==> src/rtl/rv32_d_dx_pipe_if.sv <==
// Decode->execute handshake bundle: upstream entry, downstream head, writeback and flush.
// The slave modport is the pipe register's view; master is the driver/consumer side.
interface rv32_d_dx_pipe_if #(
  parameter int XLEN      = 32,
  parameter int PAYLOAD_W = 64,
  parameter int RADDR_W   = 5
) ();
  logic                 flush_i;
  logic                 in_valid_i;
  logic                 in_ready_o;
  logic [PAYLOAD_W-1:0] in_payload_i;
  logic [RADDR_W-1:0]   in_rs1_addr_i;
  logic [RADDR_W-1:0]   in_rs2_addr_i;
  logic [XLEN-1:0]      in_rs1_data_i;
  logic [XLEN-1:0]      in_rs2_data_i;
  logic                 wb_en_i;
  logic [RADDR_W-1:0]   wb_addr_i;
  logic [XLEN-1:0]      wb_data_i;
  logic                 out_valid_o;
  logic                 out_ready_i;
  logic [PAYLOAD_W-1:0] out_payload_o;
  logic [XLEN-1:0]      out_rs1_data_o;
  logic [XLEN-1:0]      out_rs2_data_o;

  modport slave (
    input  flush_i, in_valid_i, in_payload_i, in_rs1_addr_i, in_rs2_addr_i,
           in_rs1_data_i, in_rs2_data_i, wb_en_i, wb_addr_i, wb_data_i, out_ready_i,
    output in_ready_o, out_valid_o, out_payload_o, out_rs1_data_o, out_rs2_data_o
  );

  modport master (
    output flush_i, in_valid_i, in_payload_i, in_rs1_addr_i, in_rs2_addr_i,
           in_rs1_data_i, in_rs2_data_i, wb_en_i, wb_addr_i, wb_data_i, out_ready_i,
    input  in_ready_o, out_valid_o, out_payload_o, out_rs1_data_o, out_rs2_data_o
  );
endinterface

==> src/rtl/rv32_d_dx_pipe.sv <==
// Decode/execute pipeline register with writeback operand refresh and write-through capture.
// Define DX_PIPE_SKID_EN to add a skid slot and a registered in_ready_o.
module rv32_d_dx_pipe #(
  parameter int XLEN      = 32,
  parameter int PAYLOAD_W = 64,
  parameter int RADDR_W   = 5
) (
  input  logic              clk_i,
  input  logic              rst_n_i,
  rv32_d_dx_pipe_if.slave   bus
);

  typedef struct packed {
    logic [PAYLOAD_W-1:0] pl;
    logic [RADDR_W-1:0]   rs1_addr;
    logic [RADDR_W-1:0]   rs2_addr;
    logic [XLEN-1:0]      rs1_data;
    logic [XLEN-1:0]      rs2_data;
  } slot_t;

`ifdef DX_PIPE_SKID_EN
  typedef enum logic [1:0] {ST_EMPTY = 2'd0, ST_ONE = 2'd1, ST_TWO = 2'd2} state_e;
`else
  typedef enum logic [1:0] {ST_EMPTY = 2'd0, ST_ONE = 2'd1} state_e;
`endif

  // Address 0 is hardwired zero in the register file, so it never takes writeback data.
  function automatic slot_t refresh(input slot_t s, input logic wb_en,
                                    input logic [RADDR_W-1:0] wb_addr,
                                    input logic [XLEN-1:0] wb_data);
    slot_t r;
    r = s;
    if (wb_en && (wb_addr != {RADDR_W{1'b0}}) && (wb_addr == s.rs1_addr)) begin
      r.rs1_data = wb_data;
    end else begin
      r.rs1_data = s.rs1_data;
    end
    if (wb_en && (wb_addr != {RADDR_W{1'b0}}) && (wb_addr == s.rs2_addr)) begin
      r.rs2_data = wb_data;
    end else begin
      r.rs2_data = s.rs2_data;
    end
    return r;
  endfunction

  state_e state_q, state_d;
  slot_t  main_q, main_d;
  slot_t  in_slot_s, in_cap_s, main_ref_s;
  logic   accept_s, pop_s, in_ready_s;
`ifdef DX_PIPE_SKID_EN
  slot_t  skid_q, skid_d, skid_ref_s;
  logic   in_ready_q, in_ready_d;
  assign in_ready_s = in_ready_q;
`else
  assign in_ready_s = (state_q == ST_EMPTY) || bus.out_ready_i;
`endif

  // Next-state and slot data selection.
  always_comb begin
    in_slot_s  = '{pl: bus.in_payload_i, rs1_addr: bus.in_rs1_addr_i, rs2_addr: bus.in_rs2_addr_i,
                   rs1_data: bus.in_rs1_data_i, rs2_data: bus.in_rs2_data_i};
    in_cap_s   = refresh(in_slot_s, bus.wb_en_i, bus.wb_addr_i, bus.wb_data_i);
    main_ref_s = refresh(main_q, bus.wb_en_i, bus.wb_addr_i, bus.wb_data_i);
    accept_s   = bus.in_valid_i && in_ready_s;
    pop_s      = (state_q != ST_EMPTY) && bus.out_ready_i;
    state_d    = state_q;
    main_d     = (state_q != ST_EMPTY) ? main_ref_s : main_q;
`ifdef DX_PIPE_SKID_EN
    skid_ref_s = refresh(skid_q, bus.wb_en_i, bus.wb_addr_i, bus.wb_data_i);
    skid_d     = (state_q == ST_TWO) ? skid_ref_s : skid_q;
`endif
    if (bus.flush_i) begin
      state_d = ST_EMPTY;
      main_d  = '0;
`ifdef DX_PIPE_SKID_EN
      skid_d  = '0;
`endif
    end else begin
      case (state_q)
        ST_EMPTY: begin
          if (accept_s) begin
            main_d  = in_cap_s;
            state_d = ST_ONE;
          end else begin
            state_d = ST_EMPTY;
          end
        end
        ST_ONE: begin
          if (accept_s && pop_s) begin
            main_d  = in_cap_s;
            state_d = ST_ONE;
          end else if (accept_s) begin
`ifdef DX_PIPE_SKID_EN
            skid_d  = in_cap_s;
            state_d = ST_TWO;
`else
            state_d = ST_ONE;
`endif
          end else if (pop_s) begin
            state_d = ST_EMPTY;
          end else begin
            state_d = ST_ONE;
          end
        end
`ifdef DX_PIPE_SKID_EN
        ST_TWO: begin
          if (pop_s) begin
            main_d  = skid_ref_s;
            state_d = ST_ONE;
          end else begin
            state_d = ST_TWO;
          end
        end
`endif
        default: begin
          state_d = ST_EMPTY;
        end
      endcase
    end
`ifdef DX_PIPE_SKID_EN
    in_ready_d = (state_d != ST_TWO);
`endif
  end

  // State and slot registers.
  always_ff @(posedge clk_i or negedge rst_n_i) begin
    if (!rst_n_i) begin
      state_q    <= ST_EMPTY;
      main_q     <= '0;
`ifdef DX_PIPE_SKID_EN
      skid_q     <= '0;
      in_ready_q <= 1'b1;
`endif
    end else begin
      state_q    <= state_d;
      main_q     <= main_d;
`ifdef DX_PIPE_SKID_EN
      skid_q     <= skid_d;
      in_ready_q <= in_ready_d;
`endif
    end
  end

  assign bus.in_ready_o     = in_ready_s;
  assign bus.out_valid_o    = (state_q != ST_EMPTY);
  assign bus.out_payload_o  = main_q.pl;
  assign bus.out_rs1_data_o = main_q.rs1_data;
  assign bus.out_rs2_data_o = main_q.rs2_data;

endmodule

==> src/flat_wrapper.sv <==
// flat-port wrapper written by rule: the top's interface ports become plain ports
module rv32_d_dx_pipe_flat 
#(
  parameter int XLEN      = 32,
  parameter int PAYLOAD_W = 64,
  parameter int RADDR_W   = 5
)
  (clk_i, rst_n_i, bus_flush_i, bus_in_valid_i, bus_in_payload_i, bus_in_rs1_addr_i, bus_in_rs2_addr_i, bus_in_rs1_data_i, bus_in_rs2_data_i, bus_wb_en_i, bus_wb_addr_i, bus_wb_data_i, bus_out_ready_i, bus_in_ready_o, bus_out_valid_o, bus_out_payload_o, bus_out_rs1_data_o, bus_out_rs2_data_o);
  rv32_d_dx_pipe_if #(.XLEN(XLEN), .PAYLOAD_W(PAYLOAD_W), .RADDR_W(RADDR_W)) bus_i ();
  input  logic clk_i;
  input  logic rst_n_i;
  input wire logic [$bits(bus_i.flush_i)-1:0] bus_flush_i;
  input wire logic [$bits(bus_i.in_valid_i)-1:0] bus_in_valid_i;
  input wire logic [$bits(bus_i.in_payload_i)-1:0] bus_in_payload_i;
  input wire logic [$bits(bus_i.in_rs1_addr_i)-1:0] bus_in_rs1_addr_i;
  input wire logic [$bits(bus_i.in_rs2_addr_i)-1:0] bus_in_rs2_addr_i;
  input wire logic [$bits(bus_i.in_rs1_data_i)-1:0] bus_in_rs1_data_i;
  input wire logic [$bits(bus_i.in_rs2_data_i)-1:0] bus_in_rs2_data_i;
  input wire logic [$bits(bus_i.wb_en_i)-1:0] bus_wb_en_i;
  input wire logic [$bits(bus_i.wb_addr_i)-1:0] bus_wb_addr_i;
  input wire logic [$bits(bus_i.wb_data_i)-1:0] bus_wb_data_i;
  input wire logic [$bits(bus_i.out_ready_i)-1:0] bus_out_ready_i;
  output wire logic [$bits(bus_i.in_ready_o)-1:0] bus_in_ready_o;
  output wire logic [$bits(bus_i.out_valid_o)-1:0] bus_out_valid_o;
  output wire logic [$bits(bus_i.out_payload_o)-1:0] bus_out_payload_o;
  output wire logic [$bits(bus_i.out_rs1_data_o)-1:0] bus_out_rs1_data_o;
  output wire logic [$bits(bus_i.out_rs2_data_o)-1:0] bus_out_rs2_data_o;
  assign bus_i.flush_i = bus_flush_i;
  assign bus_i.in_valid_i = bus_in_valid_i;
  assign bus_i.in_payload_i = bus_in_payload_i;
  assign bus_i.in_rs1_addr_i = bus_in_rs1_addr_i;
  assign bus_i.in_rs2_addr_i = bus_in_rs2_addr_i;
  assign bus_i.in_rs1_data_i = bus_in_rs1_data_i;
  assign bus_i.in_rs2_data_i = bus_in_rs2_data_i;
  assign bus_i.wb_en_i = bus_wb_en_i;
  assign bus_i.wb_addr_i = bus_wb_addr_i;
  assign bus_i.wb_data_i = bus_wb_data_i;
  assign bus_i.out_ready_i = bus_out_ready_i;
  assign bus_in_ready_o = bus_i.in_ready_o;
  assign bus_out_valid_o = bus_i.out_valid_o;
  assign bus_out_payload_o = bus_i.out_payload_o;
  assign bus_out_rs1_data_o = bus_i.out_rs1_data_o;
  assign bus_out_rs2_data_o = bus_i.out_rs2_data_o;
  rv32_d_dx_pipe #(.XLEN(XLEN), .PAYLOAD_W(PAYLOAD_W), .RADDR_W(RADDR_W)) u_core (.clk_i(clk_i), .rst_n_i(rst_n_i), .bus(bus_i));
endmodule
==> config.mk <==
export PLATFORM = sky130hd
export DESIGN_NAME = rv32_d_dx_pipe_flat
export DESIGN_NICKNAME = d
export VERILOG_FILES = /design/src/rtl/rv32_d_dx_pipe_if.sv /design/src/rtl/rv32_d_dx_pipe.sv /design/src/flat_wrapper.sv
export SDC_FILE = /design/constraint.sdc
export NUM_CORES = 1
export LEC_CHECK = 0
export BUFFER_PORTS_ARGS = -buffer_cell sky130_fd_sc_hd__buf_2
export CORE_AREA = 2 2 133 135
export DETAILED_ROUTE_END_ITERATION = 12
export DIE_AREA = 0 0 135 137
export PLACE_DENSITY_LB_ADDON = 0.05
export SYNTH_ARGS = -nofsm -noshare
export SYNTH_HDL_FRONTEND = slang
export SYNTH_SLANG_ARGS = --single-unit
==> constraint.sdc <==
create_clock -name clk_i -period 2 [get_ports clk_i]
set_input_delay 0.1 -clock clk_i [delete_from_list [all_inputs] [get_ports clk_i]]
set_output_delay 0.1 -clock clk_i [all_outputs]
set_load 0.05 [all_outputs]
# After elaboration in Yosys (flattened, before gate mapping)
# Cells that the tools add are included.
# W data, S select, Z words.
# op_classes
reduce_logical	12
muxes	15
n_eq_ne	5
# ops
cell	n
$mux W138	3
$pmux W138 S2	1
$mux W32	4
$mux W64	1
$eq A5 B5 Y1	4
$logic_and A1 B1 Y1	8
$mux W2	3
$reduce_bool A5 Y1	1
$pmux W2 S2	1
$eq A2 B1 Y1 const B	1
$logic_not A2 Y1	1
$mux W1	2
$reduce_bool A2 Y1	1
$logic_or A1 B1 Y1	1
# word_totals
reg_bits	140
wordCells	38

# Longest topological paths before layout
# depth
ltp_word	8
mapped_depth	8
mapped_depth_nobuf	4

# Worst setup path before layout
# OpenSTA, ideal clock, no wires.
# synth_path
kind	flip-flop to flip-flop
startpoint	register u_core.state_q[0]
endpoint	register u_core.main_q (netlist bit u_core.bus.out_rs1_data_o[24])
stages_incl_launch_ff	7
arrival_ns	1.952
synth_period_minus_slack_ns	2.101
path_slack_ns	-0.101
path_cell_list	dfrtp_1 > nand2b_1 > buf_2 > clkbuf_1 > a211oi_1 > nand4_1 > o2111ai_1
# synth_lines
element	line	text
start, declared	rv32_d_dx_pipe.sv:46	state_e state_q, state_d;
start signal, assigned	rv32_d_dx_pipe.sv:135	state_q <= state_d;
end signal, assigned	rv32_d_dx_pipe.sv:136	main_q <= main_d;
end, declared	rv32_d_dx_pipe.sv:47	slot_t main_q, main_d;

# Worst setup path after layout
# layout_path
startpoint	register u_core.state_q[0]
endpoint	output bus_in_ready_o
# layout_via
elab_chain_len	2
# layout_lines
element	line	text
$logic_not A2 Y1	rv32_d_dx_pipe.sv:55	assign in_ready_s = (state_q == ST_EMPTY) || bus.out_ready_i;
$logic_or A1 B1 Y1	rv32_d_dx_pipe.sv:55	
end, declared	flat_wrapper.sv:23	output wire logic [$bits(bus_i.in_ready_o)-1:0] bus_in_ready_o;
# Every way passes these cells.

==> impl_results.md <==
- Status: finished clean
- Critical path's top delay family: buffers and inverters
- Yosys Warn Count: 0
- Setup violators final: 0
- I/O Pins: 311
- CP endpoint kind: primary output
- M3 GR Usage: 0.07370
- Worst-skew pair later-pin latency: 430 ps
- WL/cell: 22.28 um
- Final WL: 30260 um
- Top_reg_cell synth: dfrtp_1
- Worst EP required: 1900 ps
- CP Cell Sequence: nand2b_2 > buf_6 > buf_4 > buf_2
- Fin crit share: 0.9341
- Fraction of layout cells with a size suffix above 1: 0.3419
- CTS Buf Count: 17
- CTS Sinks: 139
- Slowest cell on crit path: dfrtp_2
- Most Crowded Layer GR: met2
- Synth top area cells: dfrtp_1, buf_4, a22o_1
- Final hold viol count: 0
- # H-tree levels: 4
- Worst EP arrival: 1770 ps
- Root buffer cell: clkbuf_16
- Pwr Total: 8.417 mW
- Antenna violations before repair: 1
- Clock skew: 9.449 ps
- Register area share after synthesis: 0.4141
- MaxCap Viol Count: 0
- Die Wd: 135 um
- Post-CTS Setup Repair Bufs: 0
- Minimum clock period after layout: 1868 ps
- Worst-Margin Slew: 447.0 ps
- Area Overhead vs Synth: 34.31%
- Fmax: 535.3 MHz
- CTS tree: done
- Pins Over Slew Limit: 0
- Clk buf depth: 2
- Grt met2 use: 0.5344
- Critical Setup Path Class: reg -> out
- Worst slack, placed: 172.2 ps
- Seq cells post-synth: 139
- Syn_nets: 1028
- Initial core utilization: 0.4924
- Core Util, Final: 0.6614
- Drt drc: 0
- Worst stage delay on the critical path: 440 ps
- Core area: 0.01706 mm2
- Pwr/cell area: 746.2 mW/mm2
- Post-DP HPWL: 18450 um
- Top cells by count, synth: dfrtp_1, buf_4, a22o_1
- Setup ws final: 131.7 ps
- First-pass GRT wire length: 46540 um
- Post-synthesis instance area: 0.008399 mm2
- CP max FO: 24
- Fill cell count: 1389
- Synth cell types: 28
- VDD IR max: 595.4 uV
- WHS: 15.65 ps
- M1 GR Usage: 0.4148
- GRT Total Usage: 0.3236
- Leak: 5.217 nW
- Vias: 8453
- Max-slew headroom: 0.7020
- RSZ-0062 raised after global routing: no
- Overflow after GRT: 0
- Number of global-route vias before repair: 8699
- Yosys top cell by area: dfrtp_1
- DP Area: 0.009239 mm2
- Nets: 1300
- Pin count of the biggest net entering global routing: 73
- DIE HEIGHT: 137 um
- Bufs and invs on worst path: 3
- GP Congestion: 0.8816
- CP Launch Type: flop
- Sum Neg Setup Slack: 0 ps
- Post-Synthesis Cells: 847
- Num rows: 48
- Antenna-violating nets left: 0
- FFs w/ async S/R, synth: 1.000
- Finished Cell Area: 0.01128 mm2
- Share of the synthesized area in the top cell type: 0.4141
- DR iter-0 viols: 772
- HP Class: in -> reg
- Total iterations of the first detailed-routing run: 5
- EDFF count, synth: 0
- Input/output buffers: 310
- Mean Syn Cell Area: 9.917 um2
- Final Non-Filler Cells: 1358
- CTS clk-pin slew, worst paths: 70 ps
- Die area: 0.01850 mm2
- Inst Count DP: 1179
- Cell with the most instances after synthesis: dfrtp_1
- Vias per cell: 6.225
## state kept, by name (all words and copies together), names as in the netlist
name                       cells
u_core.bus.out_payload_o      64
u_core.bus.out_rs1_data_o     32
u_core.bus.out_rs2_data_o     32
u_core.main_q                 10
u_core.state_q                 1
## what timing repair did
action | in CTS | in global routing
hold endpoints to repair | 217 | 0
hold buffers | 146 | 0
resized for setup | 0 | 1
endpoints found under the setup margin | 0 | 1
## per-layer routing
layer	up-vias	share of wire
met1	4089	0.40
met4	0	0.025
met5	-	0
met3	64	0.090
met2	534	0.48
li1	3766	-
## tightest hold or removal path: cells and delay by family
family / cells / cell delay (ps)
buffers and inverters: 1 / 110
AOI/OAI and AO/OA: 1 / 110
and+or+nand+nor: 1 / 70
## cell families after synthesis
group | count (synthesis) | share of synthesized area
flops | 139 | 0.4141
buf+inv | 273 | 0.1877
compound gates | 304 | 0.3043
xor+xnor | 20 | 0.02086
simple gates | 111 | 0.07299
## cell type report
class	instances	area, um2	share of cell area
Sequential cell	139	3480	0.3085
Timing Repair Buffer	493	3438	0.3048
Multi-Input combinational cell	435	3381	0.2997
Clock buffer	19	442.9	0.03926
Tap cell	225	281.5	0.02496
Clock inverter	13	131.4	0.01165
Inverter	33	123.9	0.01098
Antenna cell	1	2.502	0.0002218
## cells in the final DEF (no fill, tap or decap)
| cell type | netlist | routed |
|---|---|---|
| buf_2 | 21 | 309 |
| dlygate4sd3_1 | 0 | 146 |
| dfrtp_1 | 139 | 138 |
| a22o_1 | 74 | 74 |
| nand4_1 | 66 | 66 |
| o211ai_1 | 64 | 64 |
| o2111ai_1 | 64 | 64 |
| o311ai_0 | 59 | 59 |
| nand2_1 | 34 | 34 |
| inv_1 | 33 | 33 |
| a211oi_1 | 32 | 32 |
| buf_4 | 133 | 25 |
| xnor2_1 | 20 | 20 |
| clkbuf_16 | 0 | 17 |
| buf_12 | 0 | 11 |
| o311ai_1 | 5 | 5 |
| inv_6 | 0 | 5 |
| o211ai_4 | 1 | 3 |
| clkinv_4 | 0 | 3 |
| or2_1 | 2 | 2 |
| nand3_1 | 2 | 2 |
| and3_1 | 2 | 2 |
| and2_1 | 2 | 2 |
| clkinvlp_4 | 0 | 2 |
| buf_6 | 3 | 2 |
| diode_2 | 0 | 1 |
| or4_4 | 1 | 1 |
| nand2b_2 | 0 | 1 |
| nor3b_2 | 0 | 1 |
| a21oi_4 | 0 | 1 |
| o211a_2 | 0 | 1 |
| a21oi_1 | 2 | 1 |
| clkbuf_1 | 68 | 1 |
| clkbuf_8 | 0 | 1 |
| inv_8 | 0 | 1 |
| clkinv_2 | 0 | 1 |
| bufinv_16 | 0 | 1 |
| dfrtp_2 | 0 | 1 |
## power by group
| part | internal, mW | switching [mW] | total, mW |
|---|---|---|---|
| combinational | 0.715 | 1.48 | 2.20 |
| clock | 1.77 | 1.35 | 3.13 |
| sequential | 2.99 | 0.107 | 3.09 |
## final timing paths
check,startpoint,endpoint,slack [ps],cells past startpoint
worst min register to register,u_core.bus.out_payload_o[12]$_DFFE_PN0P_,u_core.bus.out_payload_o[12]$_DFFE_PN0P_,500,1
worst max-delay path,u_core.state_q[0]$_DFF_PN0_,bus_in_ready_o,130,4
max in group asynchronous,rst_n_i,u_core.main_q[73]$_DFFE_PN0P_,1170,3
worst min-delay path,bus_wb_data_i[21],u_core.bus.out_rs1_data_o[21]$_DFF_PN0_,20,3
worst max register to register,u_core.main_q[64]$_DFFE_PN0P_,u_core.bus.out_rs2_data_o[18]$_DFF_PN0_,170,5
min in group asynchronous,rst_n_i,u_core.bus.out_payload_o[56]$_DFFE_PN0P_,140,2
Power figures use the tool's default switching activity.
